==> config.mk <==
export PLATFORM = sky130hd
export DESIGN_NAME = fetch_stage_flat
export DESIGN_NICKNAME = d
export VERILOG_FILES = /design/src/rtl/fetch_stage_if.sv /design/src/rtl/fetch_stage.sv /design/src/flat_wrapper.sv
export SDC_FILE = /design/constraint.sdc
export NUM_CORES = 1
export LEC_CHECK = 0
export ABC_AREA = 1
export BUFFER_PORTS_ARGS = -buffer_cell sky130_fd_sc_hd__clkbuf_2
export CAP_MARGIN = 10
export CORE_MARGIN = 2
export CORE_UTILIZATION = 45
export DETAILED_ROUTE_END_ITERATION = 10
export HOLD_SLACK_MARGIN = 0.1
export MAX_ROUTING_LAYER = met4
export PLACE_DENSITY_LB_ADDON = 0.15
export SYNTH_ARGS = -nofsm -noshare
export SYNTH_HDL_FRONTEND = slang
export SYNTH_SLANG_ARGS = --single-unit
==> constraint.sdc <==
create_clock -name clk -period 3.6 [get_ports clk]
set_input_delay 0.18 -clock clk [delete_from_list [all_inputs] [get_ports clk]]
set_output_delay 0.18 -clock clk [all_outputs]
set_load 0.01 [all_outputs]
==> src/rtl/fetch_stage_if.sv <==
// rtl/fetch_stage_if.sv - I-cache request/response bus between fetch and the instruction cache
// Purpose: groups the one-request-per-cycle I-cache port of fetch_stage.
// Signals:
//   icache_addr   read address (fetch -> cache)
//   icache_re     read request (fetch -> cache)
//   icache_valid  icache_dout holds the word for the previously accepted address (cache -> fetch)
//   icache_dout   instruction word (cache -> fetch)
// Modports: master = fetch side, slave = cache side.
interface fetch_stage_if;
  logic [31:0] icache_addr;
  logic        icache_re;
  logic        icache_valid;
  logic [31:0] icache_dout;

  modport master (
    output icache_addr,
    output icache_re,
    input  icache_valid,
    input  icache_dout
  );

  modport slave (
    input  icache_addr,
    input  icache_re,
    output icache_valid,
    output icache_dout
  );
endinterface

==> src/rtl/fetch_stage.sv <==
// rtl/fetch_stage.sv - Riscv151 stage-I instruction fetch
// Purpose: owns the PC, issues one I-cache read per cycle and presents the
//   returned word with its PC to decode. Applies PC_Sel redirects and
//   Inst_Kill squashes, inserts bubbles on I-cache misses and holds its
//   output while decode is stalled.
// Ports:
//   clk, reset               clock; asynchronous active-high reset
//   PC_Sel, alu_target       redirect select (2'd1 = ALU target) and address
//   Inst_Kill                squash the word currently on inst
//   stall                    decode cannot accept a new instruction
//   icache                   I-cache bus (fetch_stage_if.master)
//   inst, pc_I, inst_valid   instruction, its PC, real-instruction flag
//   fetch_count, kill_count  performance counters (FETCH_PERF_EN only)
// Options: define FETCH_PERF_EN to add the two performance counters.
module fetch_stage #(
  parameter logic [31:0] RESET_PC = 32'h0000_2000,
  parameter logic [31:0] NOP_INST = 32'h0000_0013
) (
  input  logic          clk,
  input  logic          reset,
  input  logic [1:0]    PC_Sel,
  input  logic [31:0]   alu_target,
  input  logic          Inst_Kill,
  input  logic          stall,
  fetch_stage_if.master icache,
  output logic [31:0]   inst,
  output logic [31:0]   pc_I,
  output logic          inst_valid
`ifdef FETCH_PERF_EN
  ,
  output logic [31:0]   fetch_count,
  output logic [31:0]   kill_count
`endif
);

  typedef enum logic [1:0] {BOOT = 2'd0, RUN = 2'd1, MISS = 2'd2, HOLD = 2'd3} state_e;

  state_e      state_q, state_d;
  logic [31:0] pc_q, pc_d;
  logic [31:0] hold_inst_q, hold_inst_d;
  logic [31:0] hold_pc_q, hold_pc_d;
  logic        hold_kill_q, hold_kill_d;
  logic        redir_pend_q, redir_pend_d;
  logic [31:0] redir_tgt_q, redir_tgt_d;

  logic fetching;   // a request is outstanding and its response matters
  logic wait_mem;   // outstanding request has not returned yet
  logic take_word;  // returned word is on the correct path and can be emitted
  logic redir_now;

  assign fetching  = (state_q == RUN) || (state_q == MISS);
  assign wait_mem  = fetching && !icache.icache_valid;
  assign take_word = fetching && icache.icache_valid && !redir_pend_q;
  assign redir_now = (PC_Sel == 2'd1);

  // Request is combinational so a redirect reaches the cache in the same cycle.
  assign icache.icache_addr = pc_d;
  assign icache.icache_re   = !reset;

  always_ff @(posedge clk or posedge reset) begin
    if (reset) begin
      state_q      <= BOOT;
      pc_q         <= RESET_PC;
      hold_inst_q  <= NOP_INST;
      hold_pc_q    <= RESET_PC;
      hold_kill_q  <= 1'b0;
      redir_pend_q <= 1'b0;
      redir_tgt_q  <= RESET_PC;
    end else begin
      state_q      <= state_d;
      pc_q         <= pc_d;
      hold_inst_q  <= hold_inst_d;
      hold_pc_q    <= hold_pc_d;
      hold_kill_q  <= hold_kill_d;
      redir_pend_q <= redir_pend_d;
      redir_tgt_q  <= redir_tgt_d;
    end
  end

  always_comb begin
    state_d = state_q;
    case (state_q)
      BOOT: state_d = RUN;
      RUN, MISS: begin
        if (!icache.icache_valid)     state_d = MISS;
        else if (take_word && stall)  state_d = HOLD;
        else                          state_d = RUN;
      end
      HOLD:    state_d = stall ? HOLD : RUN;
      default: state_d = BOOT;
    endcase
  end

  // Next address and side registers. Stall and an outstanding miss both pin
  // the request to pc_q; a redirect seen during a miss is parked until the
  // stale word returns, since the cache only tracks one request.
  always_comb begin
    pc_d         = pc_q + 32'd4;
    redir_pend_d = redir_pend_q;
    redir_tgt_d  = redir_tgt_q;
    hold_inst_d  = hold_inst_q;
    hold_pc_d    = hold_pc_q;
    hold_kill_d  = hold_kill_q;

    if (state_q == BOOT) begin
      pc_d = RESET_PC;
    end else if (stall || wait_mem) begin
      pc_d = pc_q;
      if (wait_mem && redir_now && !redir_pend_q) begin
        redir_pend_d = 1'b1;
        redir_tgt_d  = alu_target & ~32'd3;
      end
    end else if (redir_pend_q) begin
      pc_d         = redir_tgt_q;
      redir_pend_d = 1'b0;
    end else if (redir_now) begin
      pc_d = alu_target & ~32'd3;
    end

    // A kill while stalled sticks to the held copy until HOLD is left.
    if (take_word && stall) begin
      hold_inst_d = icache.icache_dout;
      hold_pc_d   = pc_q;
      hold_kill_d = Inst_Kill;
    end else if (state_q == HOLD) begin
      hold_kill_d = hold_kill_q || Inst_Kill;
    end
  end

  always_comb begin
    inst       = NOP_INST;
    pc_I       = pc_q;
    inst_valid = 1'b0;
    case (state_q)
      RUN, MISS: begin
        if (take_word) begin
          inst       = icache.icache_dout;
          inst_valid = 1'b1;
        end
      end
      HOLD: begin
        pc_I = hold_pc_q;
        if (!hold_kill_q) begin
          inst       = hold_inst_q;
          inst_valid = 1'b1;
        end
      end
      default: ;
    endcase
    if (Inst_Kill) begin
      inst       = NOP_INST;
      inst_valid = 1'b0;
    end
  end

`ifdef FETCH_PERF_EN
  always_ff @(posedge clk or posedge reset) begin
    if (reset) begin
      fetch_count <= 32'd0;
      kill_count  <= 32'd0;
    end else begin
      if (inst_valid && !stall) fetch_count <= fetch_count + 32'd1;
      if (Inst_Kill)            kill_count  <= kill_count + 32'd1;
    end
  end
`endif

endmodule

==> src/flat_wrapper.sv <==
// flat-port wrapper written by rule: the top's interface ports become plain ports
module fetch_stage_flat 
#(
  parameter logic [31:0] RESET_PC = 32'h0000_2000,
  parameter logic [31:0] NOP_INST = 32'h0000_0013
)
  (clk, reset, PC_Sel, alu_target, Inst_Kill, stall, inst, pc_I, inst_valid, icache_icache_addr, icache_icache_re, icache_icache_valid, icache_icache_dout);
  fetch_stage_if icache_i ();
  input  logic clk;
  input  logic reset;
  input  logic [1:0] PC_Sel;
  input  logic [31:0] alu_target;
  input  logic Inst_Kill;
  input  logic stall;
  output logic [31:0] inst;
  output logic [31:0] pc_I;
  output logic inst_valid;
  output wire logic [$bits(icache_i.icache_addr)-1:0] icache_icache_addr;
  output wire logic [$bits(icache_i.icache_re)-1:0] icache_icache_re;
  input wire logic [$bits(icache_i.icache_valid)-1:0] icache_icache_valid;
  input wire logic [$bits(icache_i.icache_dout)-1:0] icache_icache_dout;
  assign icache_icache_addr = icache_i.icache_addr;
  assign icache_icache_re = icache_i.icache_re;
  assign icache_i.icache_valid = icache_icache_valid;
  assign icache_i.icache_dout = icache_icache_dout;
  fetch_stage #(.RESET_PC(RESET_PC), .NOP_INST(NOP_INST)) u_core (.clk(clk), .reset(reset), .PC_Sel(PC_Sel), .alu_target(alu_target), .Inst_Kill(Inst_Kill), .stall(stall), .icache(icache_i), .inst(inst), .pc_I(pc_I), .inst_valid(inst_valid));
endmodule
==> impl_results.md, run 1 <==
- Most frequent CP cell: inv_1
- Cell count after synthesis: 902
- Largest family of logic cells by synthesized area: simple AND/OR/NAND/NOR gates
- Maxcap violations: 0
- Tot GR Track Use: 0.256
- Synth Area in XOR/XNOR: 0.00247
- Resized cells post-CTS: 0
- Drt via density: 5.18
- Final antenna-violating net count: 0
- Logic pwr share: 0.411
- Final Setup Violations: 0
- Simple-Gate Fraction of Synth Area: 0.251
- Crit-path cells: inv_1 > ha_1 > inv_1 > nor2_4 > nor2_2 > inv_1 > a221oi_1 > a21oi_1 > clkbuf_2
- Endpoint type of the worst setup path: primary output
- Hold_ws: 147 ps
- Final hold vios: 0
- Register area: 3260 um^2
- Synth Area in Compound Gates: 0.169
- Total power after layout: 7.45 mW
- Distinct cells, synth: 40
- Sequential share of power: 0.341
- Yosys warnings: 0
- Power density of the placed cells: 799 nW/um^2
- DRT Pass-1 Iters: 5
- Worst-path clk slew: 50 ps
- Worst Path Required: 3420 ps
- Layout area overhead: 31.5%
- H-tree depth: 4
- Ant diodes: 0
- Placed Area: 8040 um^2
- Largest net degree at the start of global routing: 72
- Routed length per instance: 15.4 um
- Worst Reg-to-Reg Cells: 5
- RSZ-0062 raised after global routing: no
- R2R Path End: u_core.redir_tgt_q[31]
- Cts bufs inserted: 17
- Share of cells above drive strength 1: 0.242
- NetSw: 3.04 mW
- Total routed wirelength: 20.5 mm
- Core footprint: 15300 um^2
- Multi-input logic area: 3340 um^2
- Post-CTS setup buffer count: 0
- Initial antenna violation count: 0
- Pint: 4.41 mW
- Routed vias: 6897
- Worst setup SP type: flop
- Crit path arrival time: 2880 ps
- Slowest-stage cell, CP: inv_1
- Number of fill cells in the layout: 1403
- Least-Margin Pin Slew: 1040 ps
- Reg2reg start: u_core.state_q[0]
- I/O Pins: 169
- Largest fanout on the critical path: 23
- Delay-heaviest family, CP: buffers and inverters
- Sw Ratio: 0.408
- Peak VDD IR: 445 uV
- Die X: 130 um
- Initial Util: 0.463
- # nets final: 1183
- # DRC: 0
- Worst Setup EP: icache_icache_addr[19]
- Critical path depth in cells: 9
- Finished Cell Area: 9330 um^2
- Final Max Tran Viols: 0
- GR Overflow Total: 0
- Die area: 16800 um^2
- Cell Rows: 45
- CP peak stage delay: 600 ps
- Adder-Cell Fraction of Synth Area: 0.00529
- Min-Delay Path Class: in -> reg
- Syn nets: 976
- Clk_skew: 10.3 ps
- Status: finished, final reports clean
- Clock latency at the later pin of the worst-skew pair: 420 ps
- Iter 0 DRT Violations: 637
- Buffers on Ports: 166
- Crit share post-route: 0.850
- Global-route wire length before repair: 32.3 mm
- Worst setup path class: reg -> out
- WP buf/inv: 4
- Clock root cell: clkbuf_16
- Total negative slack: 0 ps
- Worst R2R Setup Slack: 940 ps
- Min Tclk post-route: 3060 ps
- Sequential area share after synthesis: 0.460
- Synthesized area: 7090 um^2
- Clk pwr share: 0.248
- Max-Slew Margin vs Limit: 0.309
- DP Worst Slack: 955 ps
- CTS Buffer Depth: 2
- Final WS setup: 538 ps
- Placer congestion estimate: 0.961
- Syn Area/Cell: 7.87 um^2
- Die H: 130 um
- Crit path launch: u_core.state_q[0]
- Multiplexer share of the synthesized area: 0.0413
- Synthesized flop and latch total: 130
- Dpl hpwl: 13.9 mm
- CTS tree: done
- Fmax: 327 MHz
- Number of global-route vias before repair: 6069
- Num Clock Sinks: 130
- Leakage: 4.36 nW
[cell usage in the layout (no fill, tap or decap), types with 6 or more instances in the layout]
| cell type | count |
|---|---|
| nand2_1 | 273 |
| clkbuf_2 | 166 |
| dfrtp_1 | 124 |
| o21ai_0 | 97 |
| a21oi_1 | 65 |
| dlygate4sd3_1 | 65 |
| nand3_1 | 63 |
| inv_1 | 57 |
| nor2_1 | 36 |
| mux2_2 | 24 |
| clkbuf_16 | 17 |
| o21ai_1 | 15 |
| a221oi_1 | 15 |
| a22oi_1 | 10 |
| buf_4 | 8 |
| inv_2 | 7 |
| nor2_2 | 6 |
| nor2_4 | 6 |
| nand4_1 | 6 |
| o211ai_1 | 6 |
| dfstp_2 | 6 |
[how the worst min path moves through the flow]
| stage | start | endpoint | cells after the start |
|---|---|---|---|
| 6_report | stall | u_core.state_q[1] | 3 |
| 5_1_grt | stall | u_core.state_q[1] | 3 |
| 4_1_cts | stall | u_core.state_q[1] | 3 |
| 3_5_place_dp | reset | u_core.hold_inst_q[26] | 2 |
| 3_3_place_gp | reset | u_core.hold_inst_q[26] | 2 |
| 2_1_floorplan | icache_icache_dout[0] | u_core.hold_inst_q[0] | 2 |
[logic make-up (layout without fill, tap and decap cells)]
| kind of cell | after synthesis | count (layout) |
|---|---|---|
| adders and majority gates | 3 | 3 |
| xor gates and xnor gates | 2 | 2 |
| buffers and inverters | 118 | 337 |
| and+or+nand+nor | 407 | 407 |
| muxes | 26 | 26 |
| DFF | 130 | 130 |
| AOI/OAI and AO/OA | 216 | 216 |
[flip-flops by register name (all words and copies together) (netlist names)]
| name | flops |
|---|---|
| u_core.hold_inst_q | 32 |
| u_core.hold_pc_q | 32 |
| u_core.redir_pend_q | 1 |
| u_core.hold_kill_q | 1 |
| u_core.pc_q | 32 |
| u_core.state_q | 2 |
| u_core.redir_tgt_q | 30 |
[metrics by stage]
stage          cells   util
3_5_place_dp    1236  0.525
3_3_place_gp    1236  0.525
4_1_cts         1332  0.609
2_1_floorplan    902      -
6_report        1332  0.609
5_1_grt         1332  0.609
[synthesized netlist by cell type (all sizes together)]
library cell / count / area [um^2]
clkbuf: 32 / 121
or2: 1 / 6.26
o221ai: 1 / 8.76
a22oi: 10 / 75.1
buf: 21 / 135
xor2: 2 / 17.5
a211oi: 1 / 7.51
inv: 65 / 244
nor3: 3 / 15.0
ha: 3 / 37.5
nand2: 279 / 1080
o21bai: 1 / 11.3
dfstp: 6 / 158
nand4: 6 / 37.5
mux2: 26 / 293
o21ai: 112 / 561
a31oi: 2 / 12.5
a221oi: 15 / 131
o211ai: 6 / 45.0
nor2: 50 / 280
nand3b: 2 / 15.0
a21oi: 66 / 334
dfrtp: 124 / 3100
nand3: 66 / 353
o31ai: 2 / 15.0
[per-layer routing]
layer / track usage / vias up / routed length [um] / part of all wire
met4: 0.0563 / 0 / 173 / 0.0084
li1: - / 3424 / - / -
met5: - / - / 0 / 0
met3: 0.0644 / 14 / 1540 / 0.075
met2: 0.342 / 258 / 8950 / 0.44
met1: 0.389 / 3201 / 9850 / 0.48
[power by group through the flow]
stage	combinational [mW]	clock, mW	sequential (mW)
3_5_place_dp	3.00	0	2.54
3_3_place_gp	2.96	0	2.52
2_1_floorplan	2.06	0	2.43
5_1_grt	3.42	1.95	2.62
4_1_cts	3.07	1.88	2.52
6_report	3.06	1.85	2.54
[worst min-delay path, stage by stage]
cell	delay, ps
clkbuf_2	130
a21oi_1	90
a21oi_2	120
[area by class of cell]
| class | instances | share of cell area |
|---|---|---|
| sequential | 130 | 0.350 |
| clock inverter | 9 | 0.0164 |
| multi-input combinational | 654 | 0.358 |
| timing repair buffer | 241 | 0.170 |
| clock buffer | 22 | 0.0519 |
| tap | 211 | 0.0283 |
| inverter | 65 | 0.0266 |
[repair_timing]
| item | in CTS | in global routing |
|---|---|---|
| hold buffers | 65 | 0 |
| endpoints found under the setup margin | 0 | 0 |
| endpoints found under the hold margin | 76 | 0 |
(Power assumes the default switching activity.)
==> run 2: changes to the inputs <==
Settings changed: CELL_PAD_IN_SITES_DETAIL_PLACEMENT from default to 0, CELL_PAD_IN_SITES_GLOBAL_PLACEMENT from default to 1, CORE_UTILIZATION 45 to 35.
==> run 2 against run 1 <==
  * Global-route usage is 4.0 points lower
  * Worst hold slack worse by 10 ps
  * Count of clock-buffer cells in the layout is 4 lower
  * Wire length is 7.3% higher
  * Via count is 0.87% lower
  * Final cell count is 4.7% higher
  * Final area is 1.3% higher
  * Die area is 28% higher
  * Power is 0.93% higher
  * Highest routed layer unchanged
==> impl_results.md, run 2 (synthesized netlist as in run 1, its figures left out) <==
- Status: finished, final reports clean
- # nets final: 1186 (+0.25%)
- Die X: 146 um (+13%)
- Total power after layout: 7.52 mW (+0.93%)
- DRT Pass-1 Iters: 5 (unchanged)
- Most frequent cells in the layout: nand2_1 (273), clkbuf_2 (166), dfrtp_1 (124)
- Drt via density: 4.90 (-5.3%)
- Least-Margin Pin Slew: 1020 ps (-11.8 ps)
- Die H: 146 um (+13%)
- Ant diodes: 0 (unchanged)
- Final Setup Violations: 0 (unchanged)
- Most frequent CP cell: inv_1
- Crit-path cells: inv_1 > ha_1 > inv_1 > nor2_4 > nor2_2 > inv_1 > buf_4 > a31oi_1 > a211oi_1 > clkbuf_2
- Final Max Tran Viols: 0 (unchanged)
- Share of cells above drive strength 1: 0.245 (+0.00358)
- Largest fanout on the critical path: 15 (-35%)
- Cell Rows: 52 (+16%)
- Num Clock Sinks: 130 (unchanged)
- Worst Path Required: 3420 ps (about the same)
- Power density of the placed cells: 795 nW/um^2 (-0.40%)
- Crit share post-route: 0.797 (-0.0535)
- Total negative slack: 0 ps (unchanged)
- Worst setup SP type: flop
- CTS Buffer Depth: 2 (unchanged)
- I/O Pins: 169 (unchanged)
- Placed Area: 8160 um^2 (+1.5%)
- RSZ-0062 raised after global routing: no
- GR Overflow Total: 0 (unchanged)
- Placer congestion estimate: 0.843 (-12%)
- Final hold vios: 0 (unchanged)
- Routed vias: 6837 (-0.87%)
- Tot GR Track Use: 0.216 (-0.0400)
- Crit path arrival time: 2690 ps (-190 ps)
- Min-Delay Path Class: in -> reg
- Hold_ws: 137 ps (-10.3 ps)
- Endpoint type of the worst setup path: primary output
- Min Tclk post-route: 2870 ps (-193 ps)
- Leakage: 4.39 nW (+0.61%)
- CTS tree: done
- Buffers on Ports: 166 (unchanged)
- Initial antenna violation count: 0 (unchanged)
- Max-Slew Margin vs Limit: 0.317 (+0.00789)
- # DRC: 0 (unchanged)
- Worst-path clk slew: 60 ps (about the same)
- Maxcap violations: 0 (unchanged)
- Clock latency at the later pin of the worst-skew pair: 430 ps (about the same)
- Largest net degree at the start of global routing: 131 (+82%)
- Finished Cell Area: 9450 um^2 (+1.3%)
- Clk_skew: 9.95 ps (-0.390 ps)
- Core footprint: 20000 um^2 (+31%)
- Number of global-route vias before repair: 6619 (+9.1%)
- Resized cells post-CTS: 0 (unchanged)
- Total routed wirelength: 22.0 mm (+7.3%)
- CP peak stage delay: 380 ps (-220 ps)
- Routed length per instance: 15.8 um (+2.5%)
- Fmax: 349 MHz (+6.7%)
- Post-CTS setup buffer count: 0 (unchanged)
- Dpl hpwl: 15.1 mm (+8.3%)
- Initial Util: 0.354 (-0.109)
- Slowest-stage cell, CP: inv_1
- Final antenna-violating net count: 0 (unchanged)
- Global-route wire length before repair: 35.5 mm (+9.8%)
- Biggest regs: u_core.hold_inst_q: 32 flops, u_core.hold_pc_q: 32 flops, u_core.pc_q: 32 flops
- Die area: 21400 um^2 (+28%)
- Layout area overhead: 33.2%
- Peak VDD IR: 351 uV (-21%)
- Iter 0 DRT Violations: 361 (-43%)
- Cts bufs inserted: 17 (unchanged)
- Commonest non-fill, non-tap cell in the layout: nand2_1
- Worst setup path class: reg -> out
- Clock root cell: clkbuf_16
- H-tree depth: 4 (unchanged)
[run 2: changes by cell type in the layout (fill, tap and decap cells not counted)]
cell and delta:
buf_4 +1, inv_6 +4, buf_12 +2, clkinv_2 -1
clkinvlp_4 -1, clkbuf_8 -3, clkbuf_1 -1, clkinv_4 +3
[run 2: critical path, delay by kind of cell, from the launching register on]
family	cells	cell delay, ps
fa+ha+maj	1	350
simple gates	2	200
buf+inv	5	1010
flops	1	350
compound gates	2	360
[run 2: per-stage QoR]
stage	util	std cells	setup WS [ps]
floorplan	-	902	1630
global placement	0.407	1298	1130
detailed placement	0.407	1298	1160
CTS	0.472	1395	680
global route	0.472	1395	500
finish	0.472	1395	731
[run 2: cell type report]
cell class | instances | area [um^2]
Fill cell | 2127 | 10600
Multi-Input combinational cell | 654 | 3340
Sequential cell | 130 | 3260
Timing Repair Buffer | 244 | 1630
Clock buffer | 18 | 439
Tap cell | 270 | 338
Inverter | 65 | 248
Clock inverter | 14 | 201
[run 2: path summary, 6_finish.rpt]
path | startpoint | endpoint | slack [ps] | cells past startpoint
setup / recovery | u_core.state_q[0] | icache_icache_addr[4] | 730 | 10
hold / removal | stall | u_core.state_q[1] | 140 | 3
setup reg to reg | u_core.state_q[0] | u_core.redir_tgt_q[23] | 1330 | 6
hold reg to reg | u_core.hold_inst_q[1] | u_core.hold_inst_q[1] | 460 | 2
max in group asynchronous | reset | u_core.redir_tgt_q[21] | 2480 | 4
min in group asynchronous | reset | u_core.hold_pc_q[3] | 600 | 4
[run 2: routing by layer]
metal | up-vias | share of wire | track usage
met5 | - | 0 | -
met4 | 0 | 0.015 | 0.0573
met3 | 21 | 0.035 | 0.0413
met2 | 143 | 0.46 | 0.327
met1 | 3241 | 0.49 | 0.298
li1 | 3432 | - | -
[run 2: where the power goes]
part | switching, mW | internal, mW | total, mW | leakage (nW)
clock network | 0.705 | 1.19 | 1.89 | 0.308
registers | 0.453 | 2.11 | 2.57 | 1.65
logic | 1.96 | 1.10 | 3.06 | 2.43
total | 3.12 | 4.40 | 7.52 | 4.39
[run 2: what timing repair did]
item | 4_1_cts | 5_1_grt
endpoints found under the setup margin | 0 | 0
endpoints found under the hold margin | 92 | 0
hold buffers | 65 | 0
==> run 3: changes to the inputs <==
Settings changed: CORE_UTILIZATION 35 to 39.
Clock period 3.6 ns to 2.7 ns, I/O delays scaled along.
==> run 3 against run 2 <==
  * Power up 31%
  * Critical endpoint is now icache_icache_addr[30]
  * Count of clock-buffer cells in the layout up 4
  * Die area down 10%
  * Critical path type unchanged
  * First-iteration DRC count up 33%
==> impl_results.md, run 3 (synthesized netlist as in run 1, its figures left out) <==
- Number of global-route vias before repair: 6621 (+0.030%)
- DRT Pass-1 Iters: 5 (unchanged)
- Biggest regs: u_core.hold_inst_q: 32 flops, u_core.hold_pc_q: 32 flops, u_core.pc_q: 32 flops
- Final Max Tran Viols: 0 (unchanged)
- Max-Slew Margin vs Limit: 0.329 (+0.0127)
- Clk_skew: 9.28 ps (-0.669 ps)
- Initial antenna violation count: 0 (unchanged)
- Largest fanout on the critical path: 4 (-11)
- Least-Margin Pin Slew: 1000 ps (-19.0 ps)
- CP peak stage delay: 410 ps (+30 ps)
- # DRC: 0 (unchanged)
- Crit path arrival time: 2410 ps (-280 ps)
- Core footprint: 17900 um^2 (-11%)
- Clock latency at the later pin of the worst-skew pair: 420 ps (about the same)
- Largest net degree at the start of global routing: 47 (-64%)
- GR Overflow Total: 0 (unchanged)
- Worst Reg-to-Reg Cells: 5 (-1)
- Drt via density: 5.04 (+2.9%)
- # nets final: 1197 (+0.93%)
- Peak VDD IR: 514 uV (+46%)
- Routed length per instance: 15.7 um (-0.34%)
- Endpoint type of the worst setup path: primary output
- Worst setup SP type: flop
- Worst Path Required: 2570 ps (-850 ps)
- Final Setup Violations: 0 (unchanged)
- Total routed wirelength: 21.4 mm (-2.6%)
- Dpl hpwl: 14.8 mm (-1.7%)
- Worst R2R Setup Slack: 700 ps (-630 ps)
- Leakage: 4.42 nW (+0.63%)
- Cell Rows: 49 (-5.8%)
- Final core utilization: 0.528 (+0.0562)
- Total power after layout: 9.86 mW (+31%)
- Iter 0 DRT Violations: 481 (+33%)
- Maxcap violations: 0 (unchanged)
- I/O Pins: 169 (unchanged)
- Crit-path cells: ha_1 > nand2_1 > nor2_4 > nand2_4 > nor2_2 > nand3_1 > nand3_1 > nand2_1 > a21oi_1 > clkbuf_2
- Total negative slack: 0 ps (unchanged)
- Final antenna-violating net count: 0 (unchanged)
- Crit share post-route: 0.943
- Global-route wire length before repair: 35.0 mm (-1.4%)
- RSZ-0062 raised after global routing: no
- Initial Util: 0.396 (+0.0423)
- Commonest non-fill, non-tap cell in the layout: nand2_1
- R2R Path End: u_core.redir_tgt_q[31]
- Ant diodes: 0 (unchanged)
- Power density of the placed cells: 1040 nW/um^2 (+31%)
- CTS tree: done
- Die area: 19300 um^2 (-10%)
- Tot GR Track Use: 0.233 (+0.0173)
- Buffers on Ports: 166 (unchanged)
- Clock root cell: clkbuf_16
- Most frequent cells in the layout: nand2_1 (273), clkbuf_2 (165), dfrtp_1 (124)
- Final hold vios: 0 (unchanged)
- Min-Delay Path Class: in -> async
- Worst setup path class: reg -> out
- H-tree depth: 4 (unchanged)
- CTS Buffer Depth: 2 (unchanged)
- Fmax: 393 MHz
- Worst-path clk slew: 60 ps (about the same)
- Routed vias: 6880 (+0.63%)
- WP buf/inv: 1 (-4)
- Share of cells above drive strength 1: 0.251 (+0.00577)
- Die H: 139 um (-5.1%)
- Placer congestion estimate: 0.847 (+0.47%)
- Status: finished, final reports clean
- Cts bufs inserted: 17 (unchanged)
- Num Clock Sinks: 130 (unchanged)
- Min Tclk post-route: 2550 ps
- Delay-heaviest family, CP: simple AND/OR/NAND/NOR gates
- Slowest-stage cell, CP: dfrtp_1
- Die X: 139 um (-5.1%)
- Layout area overhead: 33.2% (about the same)
- Reg2reg start: u_core.state_q[1]
==> run 3: changes by cell type in the layout (fill, tap and decap cells not counted), sizes merged <==
cell | before | now
buf | 13 | 24
bufinv | 4 | 2
clkbuf | 184 | 187
clkinvlp | 3 | 4
dlygate4sd3 | 65 | 66
inv | 68 | 64
==> run 3: metal layers <==
metal / part of all wire / routed length [um] / global-route usage / vias up
li1: - / - / - / 3452
met1: 0.48 / 10300 / 0.323 / 3238
met2: 0.46 / 9930 / 0.359 / 175
met3: 0.048 / 1030 / 0.0435 / 15
met4: 0.011 / 227 / 0.0532 / 0
met5: 0 / 0 / - / -
==> run 3: per-stage QoR <==
step | area (um^2) | hold WS (ps) | cells | setup slack [ps]
CTS | 9420 | 315 | 1362 | 31.2
finish | 9450 | 319 | 1364 | 155
detailed placement | 8180 | 212 | 1265 | 496
global route | 9450 | 354 | 1364 | 36.7
global placement | 8180 | 215 | 1265 | 493
floorplan | 7100 | 229 | 902 | 818
==> run 3: cell type report <==
| type | instances | area, um^2 |
|---|---|---|
| clock buffer | 22 | 474 |
| sequential | 130 | 3260 |
| timing repair buffer | 255 | 1710 |
| inverter | 65 | 248 |
| tap | 229 | 287 |
| multi-input combinational | 654 | 3360 |
| fill | 1812 | 8450 |
| clock inverter | 9 | 106 |
==> run 3: worst max-delay path by stage <==
| stage | startpoint | to | cells past startpoint |
|---|---|---|---|
| global route | u_core.state_q[0] | icache_icache_addr[15] | 12 |
| detailed placement | u_core.state_q[0] | icache_icache_addr[9] | 10 |
| floorplan | reset | icache_icache_re | 1 |
| CTS | u_core.state_q[1] | icache_icache_addr[15] | 12 |
| finish | u_core.pc_q[3] | icache_icache_addr[30] | 10 |
| global placement | u_core.state_q[0] | icache_icache_addr[15] | 12 |
==> run 3: power breakdown <==
part           switching, mW  internal [mW]
Sequential             0.555           2.82
Combinational           2.63           1.56
Clock                  0.865           1.42
Total                   4.05           5.80
==> run 3: worst reg2reg max path, stage by stage (launching register included) <==
cell     delay [ps]
dfrtp_1         340
inv_1            70
ha_4            170
inv_1           300
nand3_4         500
mux2_1          490
==> run 3: timing repair <==
| action | CTS | global route |
|---|---|---|
| hold endpoints to repair | 87 | 0 |
| setup buffers | 0 | 2 |
| gates resized for setup | 0 | 3 |
| hold buffers | 66 | 0 |
| setup endpoints to repair | 0 | 17 |
